--- config.mk ---
export PLATFORM = sky130hd
export DESIGN_NAME = md_seq
export DESIGN_NICKNAME = d
export VERILOG_FILES = /design/src/rtl/md_seq.sv
export SDC_FILE = /design/constraint.sdc
export NUM_CORES = 1
export LEC_CHECK = 0
export CORE_MARGIN = 4
export CORE_UTILIZATION = 44
export CTS_CLUSTER_DIAMETER = 200
export DETAILED_ROUTE_END_ITERATION = 8
export PLACE_DENSITY = 0.6
export SLEW_MARGIN = 5
export SYNTH_ARGS = -nofsm -noshare
export SYNTH_HDL_FRONTEND = slang
export SYNTH_SLANG_ARGS = --single-unit
--- constraint.sdc ---
create_clock -name clk -period 4.9 [get_ports clk]
set_clock_uncertainty 0.2 [all_clocks]
set_input_delay 0.49 -clock clk [delete_from_list [all_inputs] [get_ports clk]]
set_output_delay 0.49 -clock clk [all_outputs]
set_load 0.1 [all_outputs]
--- src/rtl/md_seq.sv ---
// Iterative MULT/MULTU/DIV/DIVU sequencer; start -> hiloWr in WIDTH+2 cycles, or 2 for divide-by-zero.
// Holds the pipeline with stall while busy. Define MD_EARLY_OUT_EN to end a multiply once its remaining multiplier bits are all zero.
module md_seq #(
    parameter int WIDTH = 32
) (
    input  logic             clk,
    input  logic             rst,
    input  logic             start,
    input  logic [1:0]       mdOp,
    input  logic [WIDTH-1:0] regaData,
    input  logic [WIDTH-1:0] regbData,
    input  logic             flush,
    output logic             stall,
    output logic             hiloWr,
    output logic [WIDTH-1:0] hiData,
    output logic [WIDTH-1:0] loData
);

    localparam int CW = $clog2(WIDTH + 1);

    typedef enum logic [1:0] {IDLE, CALC, FIX, DONE} state_t;

    state_t             state_q, state_d;
    logic [CW-1:0]      cnt_q, cnt_d;
    logic               is_div_q, is_div_d;
    logic               dbz_q, dbz_d;
    logic               neg_lo_q, neg_lo_d;
    logic               neg_hi_q, neg_hi_d;
    logic [2*WIDTH-1:0] acc_q, acc_d;
    logic [2*WIDTH-1:0] mcand_q, mcand_d;
    logic [WIDTH-1:0]   mplier_q, mplier_d;
    logic [WIDTH-1:0]   hi_q, hi_d;
    logic [WIDTH-1:0]   lo_q, lo_d;

    logic               a_neg, b_neg;
    logic [WIDTH-1:0]   a_abs, b_abs;
    logic [WIDTH:0]     rem_sh, rem_diff;
    logic [2*WIDTH-1:0] prod_fix;
    logic [WIDTH-1:0]   quo_fix, rem_fix;

    // Signed ops are MULT (00) and DIV (10): mdOp[0] clear.
    assign a_neg = ~mdOp[0] & regaData[WIDTH-1];
    assign b_neg = ~mdOp[0] & regbData[WIDTH-1];
    assign a_abs = a_neg ? -regaData : regaData;
    assign b_abs = b_neg ? -regbData : regbData;

    // Restoring divide: acc holds {remainder, dividend/quotient}; borrow out of rem_diff means restore.
    assign rem_sh   = {acc_q[2*WIDTH-1:WIDTH], acc_q[WIDTH-1]};
    assign rem_diff = rem_sh - {1'b0, mplier_q};

    assign prod_fix = neg_lo_q ? -acc_q : acc_q;
    assign quo_fix  = neg_lo_q ? -acc_q[WIDTH-1:0] : acc_q[WIDTH-1:0];
    assign rem_fix  = neg_hi_q ? -acc_q[2*WIDTH-1:WIDTH] : acc_q[2*WIDTH-1:WIDTH];

    assign stall  = ((state_q == IDLE) && start) || (state_q == CALC) || (state_q == FIX);
    assign hiloWr = (state_q == DONE);
    assign hiData = hi_q;
    assign loData = lo_q;

    always_comb begin
        state_d  = state_q;
        cnt_d    = cnt_q;
        is_div_d = is_div_q;
        dbz_d    = dbz_q;
        neg_lo_d = neg_lo_q;
        neg_hi_d = neg_hi_q;
        acc_d    = acc_q;
        mcand_d  = mcand_q;
        mplier_d = mplier_q;
        hi_d     = hi_q;
        lo_d     = lo_q;
        case (state_q)
            IDLE: begin
                if (start && !flush) begin
                    is_div_d = mdOp[1];
                    neg_lo_d = a_neg ^ b_neg;
                    neg_hi_d = mdOp[1] & a_neg;
                    cnt_d    = CW'(WIDTH);
                    mplier_d = b_abs;
                    dbz_d    = 1'b0;
                    state_d  = CALC;
                    if (mdOp[1]) begin
                        acc_d   = {{WIDTH{1'b0}}, a_abs};
                        mcand_d = '0;
                        if (regbData == '0) begin
                            dbz_d   = 1'b1;
                            acc_d   = {regaData, {WIDTH{1'b1}}};
                            state_d = FIX;
                        end
                    end else begin
                        acc_d   = '0;
                        mcand_d = {{WIDTH{1'b0}}, a_abs};
                    end
                end
            end
            CALC: begin
                if (flush) begin
                    state_d = IDLE;
                end else begin
                    cnt_d = cnt_q - CW'(1);
                    if (is_div_q) begin
                        if (!rem_diff[WIDTH]) begin
                            acc_d = {rem_diff[WIDTH-1:0], acc_q[WIDTH-2:0], 1'b1};
                        end else begin
                            acc_d = {rem_sh[WIDTH-1:0], acc_q[WIDTH-2:0], 1'b0};
                        end
                    end else begin
                        // Partial products are added pre-shifted, so no final alignment is needed.
                        acc_d    = acc_q + (mplier_q[0] ? mcand_q : '0);
                        mcand_d  = mcand_q << 1;
                        mplier_d = mplier_q >> 1;
                    end
                    if (cnt_q == CW'(1)) begin
                        state_d = FIX;
                    end
`ifdef MD_EARLY_OUT_EN
                    if (!is_div_q && (mplier_q[WIDTH-1:1] == '0)) begin
                        state_d = FIX;
                    end
`endif
                end
            end
            FIX: begin
                if (flush) begin
                    state_d = IDLE;
                end else begin
                    state_d = DONE;
                    if (dbz_q) begin
                        hi_d = acc_q[2*WIDTH-1:WIDTH];
                        lo_d = acc_q[WIDTH-1:0];
                    end else if (is_div_q) begin
                        hi_d = rem_fix;
                        lo_d = quo_fix;
                    end else begin
                        hi_d = prod_fix[2*WIDTH-1:WIDTH];
                        lo_d = prod_fix[WIDTH-1:0];
                    end
                end
            end
            DONE: begin
                state_d = IDLE;
            end
            default: begin
                state_d = IDLE;
            end
        endcase
    end

    always_ff @(posedge clk or negedge rst) begin
        if (!rst) begin
            state_q  <= IDLE;
            cnt_q    <= '0;
            is_div_q <= 1'b0;
            dbz_q    <= 1'b0;
            neg_lo_q <= 1'b0;
            neg_hi_q <= 1'b0;
            acc_q    <= '0;
            mcand_q  <= '0;
            mplier_q <= '0;
            hi_q     <= '0;
            lo_q     <= '0;
        end else begin
            state_q  <= state_d;
            cnt_q    <= cnt_d;
            is_div_q <= is_div_d;
            dbz_q    <= dbz_d;
            neg_lo_q <= neg_lo_d;
            neg_hi_q <= neg_hi_d;
            acc_q    <= acc_d;
            mcand_q  <= mcand_d;
            mplier_q <= mplier_d;
            hi_q     <= hi_d;
            lo_q     <= lo_d;
        end
    end

endmodule

==> flow_summary.yaml, run 1 <==
synthesis:
  synth_area_um2: 19500
  synthArstFlopShare_pct: 100
  ys_warn_count: 0
  avgSynthCellArea_um2: 7.72
  yosysSeqAreaShare_pct: 30.3
  ys_ff_latch: 236
  syn-num-nets: 2698
  synthCells: 2525
  synthFlopType: "dfrtp_1"
  yosysUniqueCellTypes: 77
  synth_edf_count: 0
worst_setup_path:
  worstPathCellList: "buf_4, ha_1, inv_1, fa_1, a211oi_1, o41ai_1, a31o_2, nor3_1, o22ai_2, o21ai_2, xnor2_2, buf_4, mux2_2, mux2i_1, a21boi_0"
  cp_top_family: "compound AO/OA/AOI/OAI gates"
  cp_slowest_cell: "fa_1"
  crit_required_ns: 5.13
  cp_common_cell: "buf_4"
  crit_path_end_kind: "flop"
  start_kind: "flop"
  crit_type: "reg -> reg"
  path_buf_inv: 3
  critPathArrivalTime_ns: 4.81
  crit_path_max_fanout: 18
  worst_path_largest_cell_delay_ns: 0.42
timing:
  max-slew-margin-rel_pct: 30.2
  rsz0062_at_grt: "no"
  setup_viol: 0
  setup_ws_ns: 0.322
  period_minus_slack_ns: 4.58
  finalHoldViolCount: 0
  setup_tns_ns: 0
  worstMarginPinSlew_ns: 1.04
  finalMaxSlewViolations: 0
  post-route-period-util_pct: 93.4
  fmax_mhz: 218
clocking:
  worst_skew_pair.late_latency_ns: 0.58
  tritoncts: "built"
  cts_root_buffer: "clkbuf_16"
  cts-buffers-inserted: 29
  clkTransAtPathRegs_ns: 0.06
  h-tree-depth: 1
  clock-sinks: 236
  post-cts-setup-buffer-count: 0
  cts.repair.resized: 0
  cts_buffer_depth: 3
final_layout:
  final_common_cell: "a21oi_1"
  diodes: 0
  most-common-layout-cells: "a21oi_1, nand2_1, nor2_1"
  final_nets: 2786
  areaGrowthSynthToFinish_pct: 15.9
  layout-drive-gt1-share_pct: 6.65
detailed_routing:
  drtAntennaViolNets: 0
  vias: 19489
  drc_errors: 0
  wl_per_cell_um: 22.6
  wl_mm: 72.7
  viasPerCell: 6.06
  first_pass_iters: 6
  dr.first_iter.drc_count: 1595
placed_design:
  portBuffers: 135
  gp_congestion: 0.978
  dp_hpwl_mm: 57.1
  place_ws_ns: 0.417
power:
  vdd.ir_drop.worst_mv: 0.712
  powerDensity_nw_per_um2: 782
  p_leak_nw: 9.52
  total_power_mw: 17.7
grt:
  grt.overflow.total: 0
  grt_pass1_vias: 18561
  antenna_found_initial: 0
  grt_pass1_wl_mm: 111
  grt_usage_pct: 29.8
  grt_max_degree: 103
die:
  die_h_um: 219
  start_util_pct: 44.9
  dieArea_um2: 47700
  core_area_um2: 43500
  num_rows: 76
  io_pins: 136
  dieWidth_um: 219
job:
  cap_viol_max_count: 0
run_status:
  outcome: "complete, no violations"
min_path:
  hp-class: "reg -> reg"
## layer usage
metal	track usage [%]	up-vias	part of all wire, %
li1	-	9249	-
met1	43.3	9322	46
met2	45.9	799	43
met3	4.41	119	7.6
met4	9.02	0	3.5
met5	0	-	0
## final timing paths
check                           slack [ns]  depth (start not counted)     endpoint   startpoint
worst min-delay path                  0.30                          2  mcand_q[12]  mcand_q[12]
worst min register to register        0.30                          2  mcand_q[12]  mcand_q[12]
min in group asynchronous             0.31                          2     cnt_q[3]          rst
max in group asynchronous             2.90                          3   hiData[30]          rst
worst max-delay path                  0.32                         15    acc_q[52]  mplier_q[0]
worst max register to register        0.32                         15    acc_q[52]  mplier_q[0]
## tightest hold or removal path: cells and delay by family (launching register included)
family | cells | cell delay, ns
AO/OA/AOI/OAI | 1 | 0.06
flip-flops | 1 | 0.36
AND/OR/NAND/NOR | 1 | 0.05
## stage by stage
step                      hold slack, ns  area (µm²)  util (%)  cells
after CTS                          0.309       22600      52.0   3218
after global routing               0.331       22600      52.0   3218
after floorplan                 -0.00559       19500         -   2525
final                              0.304       22600      52.0   3218
after detailed placement           0.295       21600      49.8   3166
after global placement             0.283       21600      49.8   3166
## synth_stat cells (all sizes together) (11+ instances only)
cell type | n | area, µm²
a22oi | 30 | 225
or4 | 13 | 101
nand2 | 277 | 1040
xnor2 | 125 | 1100
nor4 | 27 | 169
nor2 | 260 | 986
and3 | 19 | 119
nand2b | 16 | 100
ha | 101 | 1260
or3 | 30 | 188
nand3 | 26 | 130
xor2 | 73 | 639
inv | 84 | 315
mux2 | 17 | 191
o211ai | 19 | 143
dfrtp | 236 | 5910
nor2b | 11 | 68.8
o41ai | 16 | 163
a31oi | 37 | 231
nand4 | 24 | 165
and2 | 72 | 450
o21bai | 21 | 158
a21o | 43 | 323
buf | 17 | 78.8
a22o | 33 | 289
o21ai | 226 | 1130
clkbuf | 134 | 503
nor3 | 43 | 215
a21oi | 319 | 1610
o21a | 15 | 113
a221oi | 20 | 175
o31ai | 28 | 210
## sequential cells by signal (all words and copies together) (netlist names)
signal and cells:
acc_q 64, neg_lo_q 1, cnt_q 6, state_q 2, neg_hi_q 1, dbz_q 1
loData 32, mplier_q 32, mcand_q 64, hiData 32, is_div_q 1
## what timing repair did
item | CTS | global route
hold buffers | 1 | 0
endpoints found under the hold margin | 100 | 0
setup endpoints to repair | 0 | 0
## area by class of cell
class                           instances  area [µm²]
Multi-Input combinational cell       2054       12700
Inverter                               84         315
Tap cell                              585         732
Fill cell                            4340       20900
Sequential cell                       236        5910
Clock inverter                         17         178
Clock buffer                           34         774
Timing Repair Buffer                  208        1940
## kinds of logic after synthesis
logic type               Yosys count  synth area share (%)
XOR/XNOR                         198                  8.93
flip-flops                       236                  30.3
AND/OR/NAND/NOR                  840                  20.0
multiplexers                      27                  1.50
AO/OA/AOI/OAI                    886                  28.0
buffers and inverters            235                  4.60
adder cells (fa/ha/maj)          103                  6.69
## report_power, final
group	internal, mW	switching (mW)
clock	1.28	0.924
sequential	2.72	0.912
combinational	3.91	7.93
Note: power is estimated with default switching activity, not from simulation.
==> inputs of run 2 (changes only) <==
CTS_CLUSTER_SIZE = 12   (was default)
==> flow_summary.yaml, run 2 (synthesis gave the netlist of run 1 again) <==
run_status:
  outcome: "complete, no violations"
detailed_routing:
  viasPerCell: 6.07
  wl_mm: 72.5
  drc_errors: 0
  first_pass_iters: 6
  dr.first_iter.drc_count: 1609
  vias: 19372
  wl_per_cell_um: 22.7
  drtAntennaViolNets: 0
clocking:
  h-tree-depth: 1
  cts_buffer_depth: 3
  tritoncts: "built"
  clock-sinks: 236
  cts_root_buffer: "clkbuf_16"
  clkTransAtPathRegs_ns: 0.06
  cts-buffers-inserted: 23
  worst_skew_pair.late_latency_ns: 0.55
min_path:
  hp-class: "reg -> reg"
worst_setup_path:
  cp_slowest_cell: "a31oi_1"
  path_buf_inv: 1
  cp_top_family: "compound AO/OA/AOI/OAI gates"
  start_kind: "flop"
  worstPathCellList: "buf_4, and2_1, ha_1, fa_1, a21oi_1, o221ai_1, o211ai_1, nand2_1, a31oi_1, o21ai_0, a41o_1, a221oi_1, xor2_1, o31ai_1"
  crit_type: "reg -> reg"
  crit_path_end_kind: "flop"
  crit_path_max_fanout: 14
  crit_required_ns: 5.14
  critPathArrivalTime_ns: 4.85
  worst_path_largest_cell_delay_ns: 0.50
grt:
  grt_pass1_vias: 18422
  antenna_found_initial: 0
  grt_pass1_wl_mm: 111
  grt.overflow.total: 0
  grt_max_degree: 103
  grt_usage_pct: 29.7
power:
  powerDensity_nw_per_um2: 769
  p_leak_nw: 9.35
  vdd.ir_drop.worst_mv: 0.706
  total_power_mw: 17.1
final_layout:
  stdcell_count: 3192
  final_nets: 2780
  layout-drive-gt1-share_pct: 5.75
  final_common_cell: "a21oi_1"
  top_regs: "acc_q (64), mcand_q (64)"
  areaGrowthSynthToFinish_pct: 14.1
  most-common-layout-cells: "a21oi_1, nand2_1, nor2_1"
  final_core_util_pct: 51.2
  diodes: 0
timing:
  setup_ws_ns: 0.291
  period_minus_slack_ns: 4.61
  fmax_mhz: 217
  finalHoldViolCount: 0
  finalMaxSlewViolations: 0
  rsz0062_at_grt: "no"
  post-route-period-util_pct: 94.1
  worstMarginPinSlew_ns: 1.04
  max-slew-margin-rel_pct: 30.5
  setup_viol: 0
  setup_tns_ns: 0
placed_design:
  gp_congestion: 0.978
  place_ws_ns: 0.417
  dp_hpwl_mm: 57.1
  portBuffers: 135
  dp_cells: 3166
die:
  dieWidth_um: 219
  core_area_um2: 43500
  die_h_um: 219
  io_pins: 136
  dieArea_um2: 47700
  start_util_pct: 44.9
  num_rows: 76
job:
  cap_viol_max_count: 0
-- run 2: cell types whose count changed in the layout (fill, tap and decap cells not counted) --
cell        before  now
clkinv_2         8    0
clkbuf_8         3    0
clkbuf_1         2    1
clkinv_4         2    0
clkinvlp_4       4    0
bufinv_16        3    1
clkbuf_16       29   23
-- run 2: path summary, 6_finish.rpt --
check                                  from         end  slack, ns  cells past startpoint
worst min-delay path              loData[0]   loData[0]       0.31                      1
max in group asynchronous               rst  hiData[23]       2.86                      3
min in group asynchronous               rst    cnt_q[1]       0.37                      2
worst max register to register  mplier_q[0]   acc_q[60]       0.29                     14
worst min register to register    loData[0]   loData[0]       0.31                      1
worst max-delay path            mplier_q[0]   acc_q[60]       0.29                     14
-- run 2: where the power goes --
group / switching [mW] / total, mW / internal, mW
registers: 0.902 / 3.62 / 2.72
clock network: 0.795 / 1.68 / 0.882
logic: 7.91 / 11.8 / 3.91
total: 9.61 / 17.1 / 7.51
-- run 2: stage by stage --
stage / hold WS, ns / area (µm²)
after floorplan: -0.00559 / 19500
after global placement: 0.283 / 21600
after detailed placement: 0.295 / 21600
after CTS: 0.310 / 22300
after global routing: 0.335 / 22300
final: 0.307 / 22300
-- run 2: layout make-up --
cell class	count	area, µm²
fillers	4362	21200
multi-input cells	2054	12700
flip-flops and latches	236	5910
repair buffers	208	1940
well taps	585	732
clock buffers	24	579
inverters	84	315
clock inverters	1	30.0
-- run 2: metal layers --
layer	up-vias	track usage, %	part of all wire (%)
met5	-	0	0
li1	9217	-	-
met3	103	4.32	8.4
met1	9266	43.3	45
met2	786	46.1	43
met4	0	8.53	3.0
-- run 2: timing repair --
action	CTS	global route
hold buffers	1	0
endpoints found under the hold margin	100	0
buffers inserted	0	0
setup endpoints to repair	0	0
resized for setup	0	0
==> inputs of run 3 (changes only) <==
CORE_ASPECT_RATIO = 0.6   (was default)
==> flow_summary.yaml, run 3 (synthesis gave the netlist of run 1 again) <==
placed_design:
  portBuffers: 135
  dp_hpwl_mm: 59.8
  gp_congestion: 1.02
timing:
  setup_tns_ns: 0
  post-route-period-util_pct: 91.3
  finalHoldViolCount: 0
  rsz0062_at_grt: "no"
  worstMarginPinSlew_ns: 1.21
  fmax_mhz: 223
  period_minus_slack_ns: 4.48
  finalMaxSlewViolations: 0
  setup_viol: 0
  max-slew-margin-rel_pct: 19.4
  holdWs_ns: 0.308
final_layout:
  most-common-layout-cells: "a21oi_1, nand2_1, nor2_1"
  final_common_cell: "a21oi_1"
  layout-drive-gt1-share_pct: 6.61
  final_nets: 2804
  areaGrowthSynthToFinish_pct: 14.9
  top_regs: "acc_q (64), mcand_q (64)"
worst_setup_path:
  cp_common_cell: "buf_4"
  critPathArrivalTime_ns: 4.67
  r2r_end: "acc_q[52]"
  start_kind: "flop"
  crit_path_max_fanout: 20
  crit_path_end_kind: "flop"
  r2r-start: "mplier_q[0]"
  cp_top_family: "compound AO/OA/AOI/OAI gates"
  cp.depth: 15
  crit_required_ns: 5.10
  worst_path_largest_cell_delay_ns: 0.43
  path_buf_inv: 3
  endpoint: "acc_q[52]"
  crit_type: "reg -> reg"
  rr_worst_depth: 15
  worstPathCellList: "buf_4, ha_1, inv_1, fa_1, a211oi_1, o41ai_1, a31o_2, nor3_1, o22ai_2, o21ai_2, xnor2_2, buf_4, mux2_2, mux2i_1, a21boi_0"
  cp_slowest_cell: "fa_1"
  crit_path_start: "mplier_q[0]"
  regToRegSetupSlack_ns: 0.42
power:
  power_frac_seq_pct: 20.9
  vdd.ir_drop.worst_mv: 0.398
  powerDensity_nw_per_um2: 779
  intPower_mw: 7.54
  p_leak_nw: 9.46
  pwr-share-comb_pct: 69.5
  total_power_mw: 17.5
  power_frac_clock_pct: 9.6
  p_switching_mw: 9.91
  swShare_pct: 56.8
die:
  io_pins: 136
  dieWidth_um: 280
  dieArea_um2: 47900
  die_h_um: 171
  num_rows: 59
  start_util_pct: 44.8
  core_area_um2: 43600
clocking:
  clkTransAtPathRegs_ns: 0.07
  worst_skew_pair.late_latency_ns: 0.56
  h-tree-depth: 1
  tritoncts: "built"
  cts_root_buffer: "clkbuf_16"
  cts-buffers-inserted: 23
  cts_buffer_depth: 3
  clock-sinks: 236
detailed_routing:
  wl_mm: 76.1
  wl_per_cell_um: 23.7
  dr.first_iter.drc_count: 2338
  drtAntennaViolNets: 0
  viasPerCell: 6.18
  vias: 19830
  drc_errors: 0
  first_pass_iters: 7
min_path:
  hp-class: "reg -> reg"
grt:
  top_usage_layer: "met1"
  grt.met3_usage_pct: 12.7
  use_met1_pct: 48.7
  grt_pass1_vias: 18321
  met2_usage_pct: 39.0
  grt.overflow.total: 0
  antenna_found_initial: 2
  grt_usage_pct: 31.1
  grt_pass1_wl_mm: 115
  grt_max_degree: 116
job:
  cap_viol_max_count: 0
run_status:
  outcome: "complete, no violations"
-- run 3: layer usage --
metal	up-vias	part of all wire, %
met1	9468	49
met2	971	35
met4	2	2.1
met3	106	14
met5	-	0.022
li1	9283	-
-- run 3: metrics by stage --
| stage | util (%) | worst slack (ns) | instances | cell area [µm²] |
|---|---|---|---|---|
| final | 51.4 | 0.424 | 3211 | 22400 |
| after floorplan | - | 1.16 | 2525 | 19500 |
| after global placement | 50.0 | 0.419 | 3183 | 21800 |
| after CTS | 51.4 | 0.277 | 3209 | 22400 |
| after global routing | 51.4 | 0.160 | 3210 | 22400 |
| after detailed placement | 50.0 | 0.273 | 3183 | 21800 |
-- run 3: worst min-delay path by stage --
| stage | start | to | slack, ns | depth (start not counted) |
|---|---|---|---|---|
| floorplan | rst | acc_q[0] | -0.006 | 0 |
| global placement | mcand_q[0] | mcand_q[0] | 0.28 | 2 |
| detailed placement | mcand_q[0] | mcand_q[0] | 0.29 | 2 |
| CTS | mcand_q[0] | mcand_q[0] | 0.31 | 2 |
| global route | mplier_q[23] | mplier_q[23] | 0.33 | 2 |
| finish | mplier_q[22] | mplier_q[22] | 0.31 | 2 |
-- run 3: tightest hold or removal path, stage by stage (launching register included) --
cell and delay [ns]:
dfrtp_1 0.36, nand2_1 0.05, o21ai_0 0.06
-- run 3: layout make-up --
cell class	count	area, µm²
sequential	236	5910
multi-input combinational	2054	12700
inverter	84	315
tap	579	724
antenna	1	2.50
timing repair buffer	232	2100
clock buffer	24	579
clock inverter	1	30.0
fill	4224	21100
-- run 3: repair_timing --
action / in CTS / in global routing
endpoints found under the setup margin: 0 / 1
resized for setup: 0 / 0
hold buffers: 1 / 0
buffers inserted: 0 / 1
endpoints found under the hold margin: 111 / 0
-- run 3: power groups by stage --
stage | Combinational, mW | Clock, mW | Sequential [mW]
2_1_floorplan | 6.53 | 0 | 5.24
3_3_place_gp | 11.7 | 0 | 3.60
3_5_place_dp | 11.8 | 0 | 3.64
4_1_cts | 11.9 | 1.71 | 3.60
5_1_grt | 13.0 | 1.79 | 3.73
6_report | 12.1 | 1.68 | 3.65
==> patch: new RTL, flow settings as in run 1 <==
Set the parameter `WIDTH` to 16 (it was 32).
--- a/src/rtl/md_seq.sv
+++ b/src/rtl/md_seq.sv
@@ -1,7 +1,7 @@
 // Iterative MULT/MULTU/DIV/DIVU sequencer; start -> hiloWr in WIDTH+2 cycles, or 2 for divide-by-zero.
 // Holds the pipeline with stall while busy. Define MD_EARLY_OUT_EN to end a multiply once its remaining multiplier bits are all zero.
 module md_seq #(
-    parameter int WIDTH = 32
+    parameter int WIDTH = 16
 ) (
     input  logic             clk,
     input  logic             rst,
Ports: changed (resized hiData, loData, regaData and regbData); port bits go from 136 to 72. No check against the original RTL was run, so the function may have changed too.
==> patch against run 1 <==
Combinational power decreased by 77%; sequential power decreased by 58%; synthesized area decreased by 50%; core utilization increased by 0.60 points; sequential share of layout area increased by 1.3 points; clock power decreased by 37%; wire length decreased by 60%; final area decreased by 50%; sequential cell count decreased by 113; setup slack improved by 0.52 ns; power decreased by 68%; critical endpoint is now acc_q[20].
==> patch: results (changes against run 1) <==
[outcome]
outcome=finished clean  ; unchanged

[finish]
final_net_count=1348  ; was 2786
reg_top3=acc_q (32), mcand_q (32)  ; was acc_q (64), mcand_q (64)
syn2layout_area_growth_pct=16.1  ; was 15.9%
instances_no_fill=1543  ; was 3218
n_fill_cell=2021  ; was 4340
drive_gt1_frac=0.0678  ; was 0.0665

[worst_setup_path]
r2r_end=acc_q[20]  ; was acc_q[52]
cp_slowest_cell=dfrtp_1  ; was fa_1
path_max_fanout=21  ; was 18
ff2ff_setup_slack_ns=0.84  ; was 0.32 ns
reg2regPathDepth=13  ; was 15

[clock_tree]
clockBufferDepth=2  ; was 3
htree_levels=4  ; was 1
cts_root_buf=clkbuf_16  ; unchanged
cts_inserted_buffers=17  ; was 29
insertion_delay_ns=0.43  ; was 0.58 ns

[logic_synthesis]
seq_area_frac_synth=0.318  ; was 0.303
synth_top_cells_by_count=153 x a21oi_1, 144 x nand2_1, 123 x dfrtp_1, 123 x nor2_1, 118 x o21ai_0  ; was 318 x a21oi_1, 277 x nand2_1, 258 x nor2_1, 236 x dfrtp_1, 223 x o21ai_0
synth_area_leaders=dfrtp_1 32%, a21oi_1 7.9%, ha_1 6.9%, xnor2_1 6.5%, o21ai_0 6.1%  ; was dfrtp_1 30%, a21oi_1 8.2%, ha_1 6.5%, o21ai_0 5.7%, xnor2_1 5.6%
yosysWarnings=0  ; unchanged

[grt]
grt_max_degree=65  ; was 103
grt_pass1_vias=8276  ; was 18600
grt_usage=0.235  ; was 0.298
grt_pass1_wl_um=45600  ; was 111000 um

[place]
place_ws_ns=0.953  ; was 0.417 ns
hpwl_um=21800  ; was 57100 um

[drt]
wirelength_um=28700  ; was 72700 um
dr_total_vias=8933  ; was 19500
first_iter_violations=748  ; was 1595

[timing]
max-slew-margin-rel=0.304  ; was 0.302
hold-worst-slack_ns=0.302  ; was 0.304 ns

[hold_path]
whs_endpoint=mcand_q[31]  ; was mcand_q[12]
hp-start=mcand_q[31]  ; was mcand_q[12]

[power]
peakVddDrop_mv=0.208  ; was 0.712 mV
leakage_nw=4.87  ; was 9.52 nW

patch: cell count changes in the layout (fill, tap and decap cells not counted), moves of 51 or more:
cell / before / now
a21oi_1: 318 / 153
nand2_1: 276 / 143
nor2_1: 253 / 123
dfrtp_1: 235 / 123
o21ai_0: 223 / 118
clkdlybuf4s50_1: 134 / 70
buf_4: 69 / 16
xnor2_1: 124 / 71
xor2_1: 73 / 22
patch: power breakdown:
| part | internal [mW] | leakage, nW | total, mW | switching (mW) |
|---|---|---|---|---|
| Combinational | 0.965 | 2.98 | 2.77 | 1.81 |
| Clock | 0.882 | 0.310 | 1.38 | 0.501 |
| Sequential | 1.24 | 1.58 | 1.54 | 0.294 |
patch: kinds of logic after synthesis:
kind of cell,Yosys count,share of synthesized area
AND/OR/NAND/NOR,407,0.195
buffers and inverters,103,0.0437
XOR/XNOR,94,0.0851
multiplexers,29,0.0314
AO/OA/AOI/OAI,405,0.254
adder cells (fa/ha/maj),55,0.0727
flip-flops,123,0.318
patch: how the worst max path moves through the flow:
stage,startpoint,end
5_1_grt,mplier_q[0],acc_q[24]
6_report,mplier_q[0],acc_q[20]
2_1_floorplan,state_q[0],stall
4_1_cts,mplier_q[0],acc_q[22]
3_5_place_dp,mplier_q[0],acc_q[22]
3_3_place_gp,mplier_q[0],acc_q[22]
patch: cell type report:
cell class	count	area share
inverter	36	0.0120
multi-input combinational	990	0.552
tap	275	0.0306
sequential	123	0.274
clock buffer	19	0.0403
clock inverter	13	0.0168
timing repair buffer	87	0.0740
patch: routing by layer:
metal  wire (um)  global-route usage  up-vias
li1            -                   -     4412
met2       12200               0.344      336
met4        1020              0.0967        0
met5           0                   0        -
met3        1920              0.0348       52
met1       13600               0.347     4133
